[src/rtl/setpoint_tracker.sv]
// rtl/setpoint_tracker.sv - clamped setpoint with tick-paced tracking of an actual value and RGB band status
// Optional hold-to-auto-repeat of the buttons: define SETPOINT_AUTO_REPEAT_EN.
module setpoint_tracker #(
   parameter int W        = 8,
   parameter int SP_MIN   = 0,
   parameter int SP_MAX   = 255,
   parameter int SP_INIT  = 25,
   parameter int ACT_INIT = 0,
   parameter int TICK_PER = 16777216,
   parameter int HYST     = 0,
   parameter int RPT_DLY  = 25000000,
   parameter int RPT_PER  = 5000000
) (
   input  logic         clk,
   input  logic         rst,
   input  logic         up_i,
   input  logic         dn_i,
   output logic [W-1:0] setpoint,
   output logic [W-1:0] actual,
   output logic         tick_o,
   output logic [2:0]   rgb
);

   localparam int W1 = W + 1;
   localparam int TW = (TICK_PER > 1) ? $clog2(TICK_PER) : 1;

   logic up_q, dn_q, up_prev, dn_prev;
   logic up_press, dn_press;
   logic up_step, dn_step;

   // register the button levels once, and keep the previous sample for edge detection
   always_ff @(posedge clk or posedge rst) begin
      if (rst) begin
         up_q    <= 1'b0;
         dn_q    <= 1'b0;
         up_prev <= 1'b0;
         dn_prev <= 1'b0;
      end else begin
         up_q    <= up_i;
         dn_q    <= dn_i;
         up_prev <= up_q;
         dn_prev <= dn_q;
      end
   end

   assign up_press = up_q & ~up_prev;
   assign dn_press = dn_q & ~dn_prev;

`ifdef SETPOINT_AUTO_REPEAT_EN
   localparam int RMAX = (RPT_DLY > RPT_PER) ? RPT_DLY : RPT_PER;
   localparam int RW   = $clog2(RMAX + 1);

   typedef enum logic [1:0] {IDLE, HOLD, REPEAT} rpt_state_t;

   // index 0 is the up button, index 1 the down button
   rpt_state_t      st  [2];
   logic [RW-1:0]   cnt [2];
   logic [1:0]      held, press, step;
   logic            both_held;

   assign held      = {dn_q, up_q};
   assign press     = {dn_press, up_press};
   assign both_held = up_q & dn_q;

   // per-direction hold/repeat FSM; the counter holds cycles spent in the current state
   always_ff @(posedge clk or posedge rst) begin
      if (rst) begin
         for (int i = 0; i < 2; i++) begin
            st[i]  <= IDLE;
            cnt[i] <= '0;
         end
      end else begin
         for (int i = 0; i < 2; i++) begin
            if (both_held || !held[i]) begin
               st[i]  <= IDLE;
               cnt[i] <= '0;
            end else begin
               case (st[i])
                  IDLE: begin
                     if (press[i]) begin
                        st[i]  <= HOLD;
                        cnt[i] <= RW'(1);
                     end
                  end
                  HOLD: begin
                     if (cnt[i] == RW'(RPT_DLY)) begin
                        st[i]  <= REPEAT;
                        cnt[i] <= RW'(1);
                     end else begin
                        cnt[i] <= cnt[i] + 1'b1;
                     end
                  end
                  REPEAT: begin
                     if (cnt[i] == RW'(RPT_PER)) cnt[i] <= RW'(1);
                     else                        cnt[i] <= cnt[i] + 1'b1;
                  end
                  default: begin
                     st[i]  <= IDLE;
                     cnt[i] <= '0;
                  end
               endcase
            end
         end
      end
   end

   // a step is due on the initial press and whenever the hold or repeat interval completes
   always_comb begin
      step = 2'b00;
      for (int i = 0; i < 2; i++) begin
         if (!both_held && held[i]) begin
            case (st[i])
               IDLE:    step[i] = press[i];
               HOLD:    step[i] = (cnt[i] == RW'(RPT_DLY));
               REPEAT:  step[i] = (cnt[i] == RW'(RPT_PER));
               default: step[i] = 1'b0;
            endcase
         end
      end
   end

   assign up_step = step[0];
   assign dn_step = step[1];
`else
   // one step per press; a press on one button while the other is held still counts
   assign up_step = up_press;
   assign dn_step = dn_press;
`endif

   // saturating setpoint update; opposing steps in the same cycle cancel
   always_ff @(posedge clk or posedge rst) begin
      if (rst) begin
         setpoint <= W'(SP_INIT);
      end else if (up_step && !dn_step) begin
         if (setpoint < W'(SP_MAX)) setpoint <= setpoint + 1'b1;
      end else if (dn_step && !up_step) begin
         if (setpoint > W'(SP_MIN)) setpoint <= setpoint - 1'b1;
      end
   end

   logic [TW-1:0] tcnt, tcnt_nxt;

   assign tcnt_nxt = (tcnt == TW'(TICK_PER - 1)) ? '0 : tcnt + 1'b1;

   // free-running tick counter; tick_o is registered so it is aligned with the terminal count
   always_ff @(posedge clk or posedge rst) begin
      if (rst) begin
         tcnt   <= '0;
         tick_o <= 1'b0;
      end else begin
         tcnt   <= tcnt_nxt;
         tick_o <= (tcnt_nxt == TW'(TICK_PER - 1));
      end
   end

   // move actual one unit toward the setpoint on each tick
   always_ff @(posedge clk or posedge rst) begin
      if (rst) begin
         actual <= W'(ACT_INIT);
      end else if (tick_o) begin
         if (actual < setpoint)      actual <= actual + 1'b1;
         else if (actual > setpoint) actual <= actual - 1'b1;
      end
   end

   logic [W:0] act_x, sp_x, act_hi, sp_hi;
   logic       below, above;

   // band edges are computed one bit wider so setpoint + HYST cannot wrap
   assign act_x  = {1'b0, actual};
   assign sp_x   = {1'b0, setpoint};
   assign act_hi = act_x + W1'(HYST);
   assign sp_hi  = sp_x + W1'(HYST);
   assign below  = (act_hi < sp_x);
   assign above  = (act_x > sp_hi);

   // active-low status, exactly one LED lit once out of reset
   always_ff @(posedge clk or posedge rst) begin
      if (rst)        rgb <= 3'b111;
      else if (below) rgb <= 3'b110;
      else if (above) rgb <= 3'b011;
      else            rgb <= 3'b101;
   end

endmodule

[config.mk]
export PLATFORM = sky130hd
export DESIGN_NAME = setpoint_tracker
export DESIGN_NICKNAME = d
export VERILOG_FILES = /design/src/rtl/setpoint_tracker.sv
export SDC_FILE = /design/constraint.sdc
export NUM_CORES = 1
export LEC_CHECK = 0
export ABC_AREA = 1
export CORE_UTILIZATION = 50
export DETAILED_ROUTE_END_ITERATION = 10
export PLACE_DENSITY = 0.7
export SYNTH_ARGS = -nofsm -noshare
export SYNTH_HDL_FRONTEND = slang
export SYNTH_SLANG_ARGS = --single-unit
export TNS_END_PERCENT = 100
[constraint.sdc]
create_clock -name clk -period 3.65 [get_ports clk]
set_clock_uncertainty 0.1 [all_clocks]
set_input_delay 0.5475 -clock clk [delete_from_list [all_inputs] [get_ports clk]]
set_output_delay 0.5475 -clock clk [all_outputs]
set_load 0.005 [all_outputs]
==> reports/metrics.yaml <==
outcome:
  run_status: "complete, no violations"
floorplan:
  num_io_pins: 24
  dieArea_sq_mm: 0.00652
  fp.coreArea_sq_mm: 0.00596
  rows: 28
  die_x_um: 80.8
  initial_core_util_pct: 52.1
  die_h_um: 80.8
logic_synthesis:
  ys_warn_count: 0
  synth_area_sq_mm: 0.00310
  synth_cells: 412
  avgSynthCellArea_sq_um: 7.53
  syn_nets: 440
  ys_ff_latch: 48
  ys_seq_area_share_pct: 39.0
  ys_types: 30
drt:
  drc: 0
  via_per_inst: 5.03
  drt-wirelength-per-cell_um: 12.4
  first_pass_iters: 5
  finalWirelength_um: 6390
  via_count: 2602
  drt.antenna.violating_nets: 0
  drt_iter0_drc: 105
setup_path:
  crit_path_start_kind: "register"
  cp_common_cell: "nand2_1"
  end_kind: "register"
  crit_family: "simple AND/OR/NAND/NOR gates"
  path_max_fanout: 11
  path_buf_inv: 2
  cp_slowest_cell: "dfrtp_1"
  worstPathRequired_ns: 3.75
  worst-setup-path-type: "register to register"
  worstPathCellList: "inv_1 -> ha_1 -> a21oi_1 -> nor2_1 -> nor3_1 -> nand2_1 -> ha_1 -> or2_2 -> nand2_1 -> nor3_1 -> nor2_1 -> inv_1 -> nand2_1 -> nand2_1 -> nand2_1 -> nand2_1"
  worstPathArrival_ns: 3.10
  max_stage_delay_ns: 0.48
sta:
  max_freq_ghz: 0.333
  rsz0062_at_grt: "false"
  relSlewSlack_pct: 32.7
  finalHoldViolCount: 0
  final.min_clock_period_ns: 3.00
  maxSlewViolCount: 0
  max_slew.worst_pin.slew_ns: 1.01
  tns_ns: 0
  period_share_pct: 82.2
  setup_violations: 0
clock_tree:
  cts_sinks: 48
  cts_buffer_depth: 2
  holdBufCountCts: 0
  cts_buffers: 5
  post_cts_buffers: 0
  clk-insertion-delay-late_ns: 0.31
  tritoncts: "built"
  ctsResizeCount: 0
  clkTransAtPathRegs_ns: 0.10
  cts_htree_levels: 2
  root_buffer: "clkbuf_8"
worst_hold_path:
  hold_path.class: "register to register"
grt:
  antenna_found_initial: 0
  grt_pass1_vias: 2555
  grt_max_degree: 49
  grt-ovfl-total: 0
  grt_usage_pct: 22.1
  grt_pass1_wl_um: 11100
pwr:
  p_leak_nw: 1.81
  vdd_drop_max_mv: 0.332
  power_density_mw_per_mm2: 456
layout:
  layout.nets: 469
  num_antenna_cells: 0
  drive_gt1_share_pct: 7.69
  nFillCells: 552
  area_growth_pct: 13.8
  final_util_pct: 59.2
place:
  port_buffers: 23
  place.gp.congestion: 0.890
  hpwl_um: 4890
job:
  cap_violations: 0
-- state kept, by name, summed over array words and instances (netlist names) --
signal	count
actual	8
dn_prev	1
dn_q	1
rgb	3
setpoint	8
tcnt	24
tick_o	1
up_prev	1
up_q	1
-- worst reg2reg max path: cells and delay by family, from the launching register on --
family / cells / cell delay (ns)
AO/OA/AOI/OAI: 1 / 0.14
adder cells (fa/ha/maj): 2 / 0.73
buffers and inverters: 2 / 0.12
flip-flops: 1 / 0.48
AND/OR/NAND/NOR: 11 / 1.32
-- cell usage after synthesis --
master    instances  area share, %
dfrtp_1          42             34
nand3_2           1           0.32
nand4_1           7            1.4
nand3b_1          3           0.73
nand2_2           4           0.81
nor2_8            1           0.65
a211oi_1          1           0.24
or2_2             2           0.40
a31oi_1           1           0.20
xnor2_1           4            1.1
o21ai_0          18            2.9
fa_1              2            1.3
nand2_4           1           0.36
a21oi_1          13            2.1
dfstp_2           6            5.1
xor2_1            9            2.5
nor3_1            5           0.81
xnor2_2           1           0.52
ha_1             22            8.9
nor2_2            6            1.2
nor2_4            3            1.1
clkinv_1          1           0.12
xor2_2            1           0.52
nor4_1            3           0.61
nor2_1           51            6.2
inv_1            55            6.7
nand3_1          30            4.8
buf_2             1           0.16
o21ai_1           2           0.32
nand2_1         116             14
-- cells by family (layout without fill, tap and decap cells) --
family	Yosys count	count (layout)	share of synthesized area [%]
compound gates	35	35	5.77
xor+xnor	15	15	4.72
fa+ha+maj	24	24	10.2
buf+inv	57	87	6.94
flops	48	48	39.0
simple gates	233	233	33.4
-- through the flow --
stage                     power, W  hold WS (ns)  area [sq um]  worst slack (ns)  instances
after global routing       0.00174         0.293          3530             0.385        517
after detailed placement   0.00123         0.264          3420             0.685        509
after CTS                  0.00163         0.287          3530             0.664        517
after global placement     0.00122         0.257          3420             0.786        509
after floorplan            0.00104         0.254          3100             0.953        412
final                      0.00161         0.284          3530             0.651        517
-- report_power, final --
group	switching, W	total, W	internal (W)	leakage (nW)
Combinational	0.000284	0.000548	0.000264	1.14
Clock	0.000186	0.000390	0.000204	0.0552
Sequential	0.0000740	0.000670	0.000596	0.618
Total	0.000544	0.00161	0.00106	1.81
-- metal layers --
layer | global-route usage, % | wire [um]
met1 | 26.5 | 2970
met2 | 39.4 | 3110
met3 | 4.16 | 202
met4 | 7.50 | 106
met5 | 0 | 0
-- area by class of cell --
cell class | count | area, sq um | area share, %
Inverter | 56 | 210 | 5.96
Tap cell | 75 | 93.8 | 2.66
Timing Repair Buffer | 23 | 230 | 6.52
Clock buffer | 6 | 72.6 | 2.06
Sequential cell | 48 | 1210 | 34.3
Multi-Input combinational cell | 307 | 1680 | 47.6
Clock inverter | 2 | 35.0 | 0.993
-- worst paths after layout --
path                              from  depth (start not counted)  slack, ns          end
min                               up_q                          0       0.28      up_prev
max in group asynchronous          rst                          2       2.12     tcnt[18]
max reg2reg                setpoint[5]                         16       0.65    actual[7]
max                        setpoint[5]                         16       0.65    actual[7]
min in group asynchronous          rst                          2       0.68  setpoint[7]
min reg2reg                       up_q                          0       0.28      up_prev
-- cells in the final DEF, fill, tap and decap left out, types with 2 or more instances in the layout --
master,instances
nand3b_1,3
dfstp_2,6
xnor2_1,4
nor3_1,5
nand2_1,116
fa_1,2
clkdlybuf4s50_1,23
clkbuf_8,5
nor2_4,3
nand3_1,30
ha_1,22
nor2_1,51
xor2_1,9
a21oi_1,13
or2_2,2
inv_1,54
nor2_2,6
o21ai_0,18
o21ai_1,2
nand2_2,4
dfrtp_1,42
nor4_1,3
nand4_1,7
No activity file was read; power rests on OpenSTA's default activity.
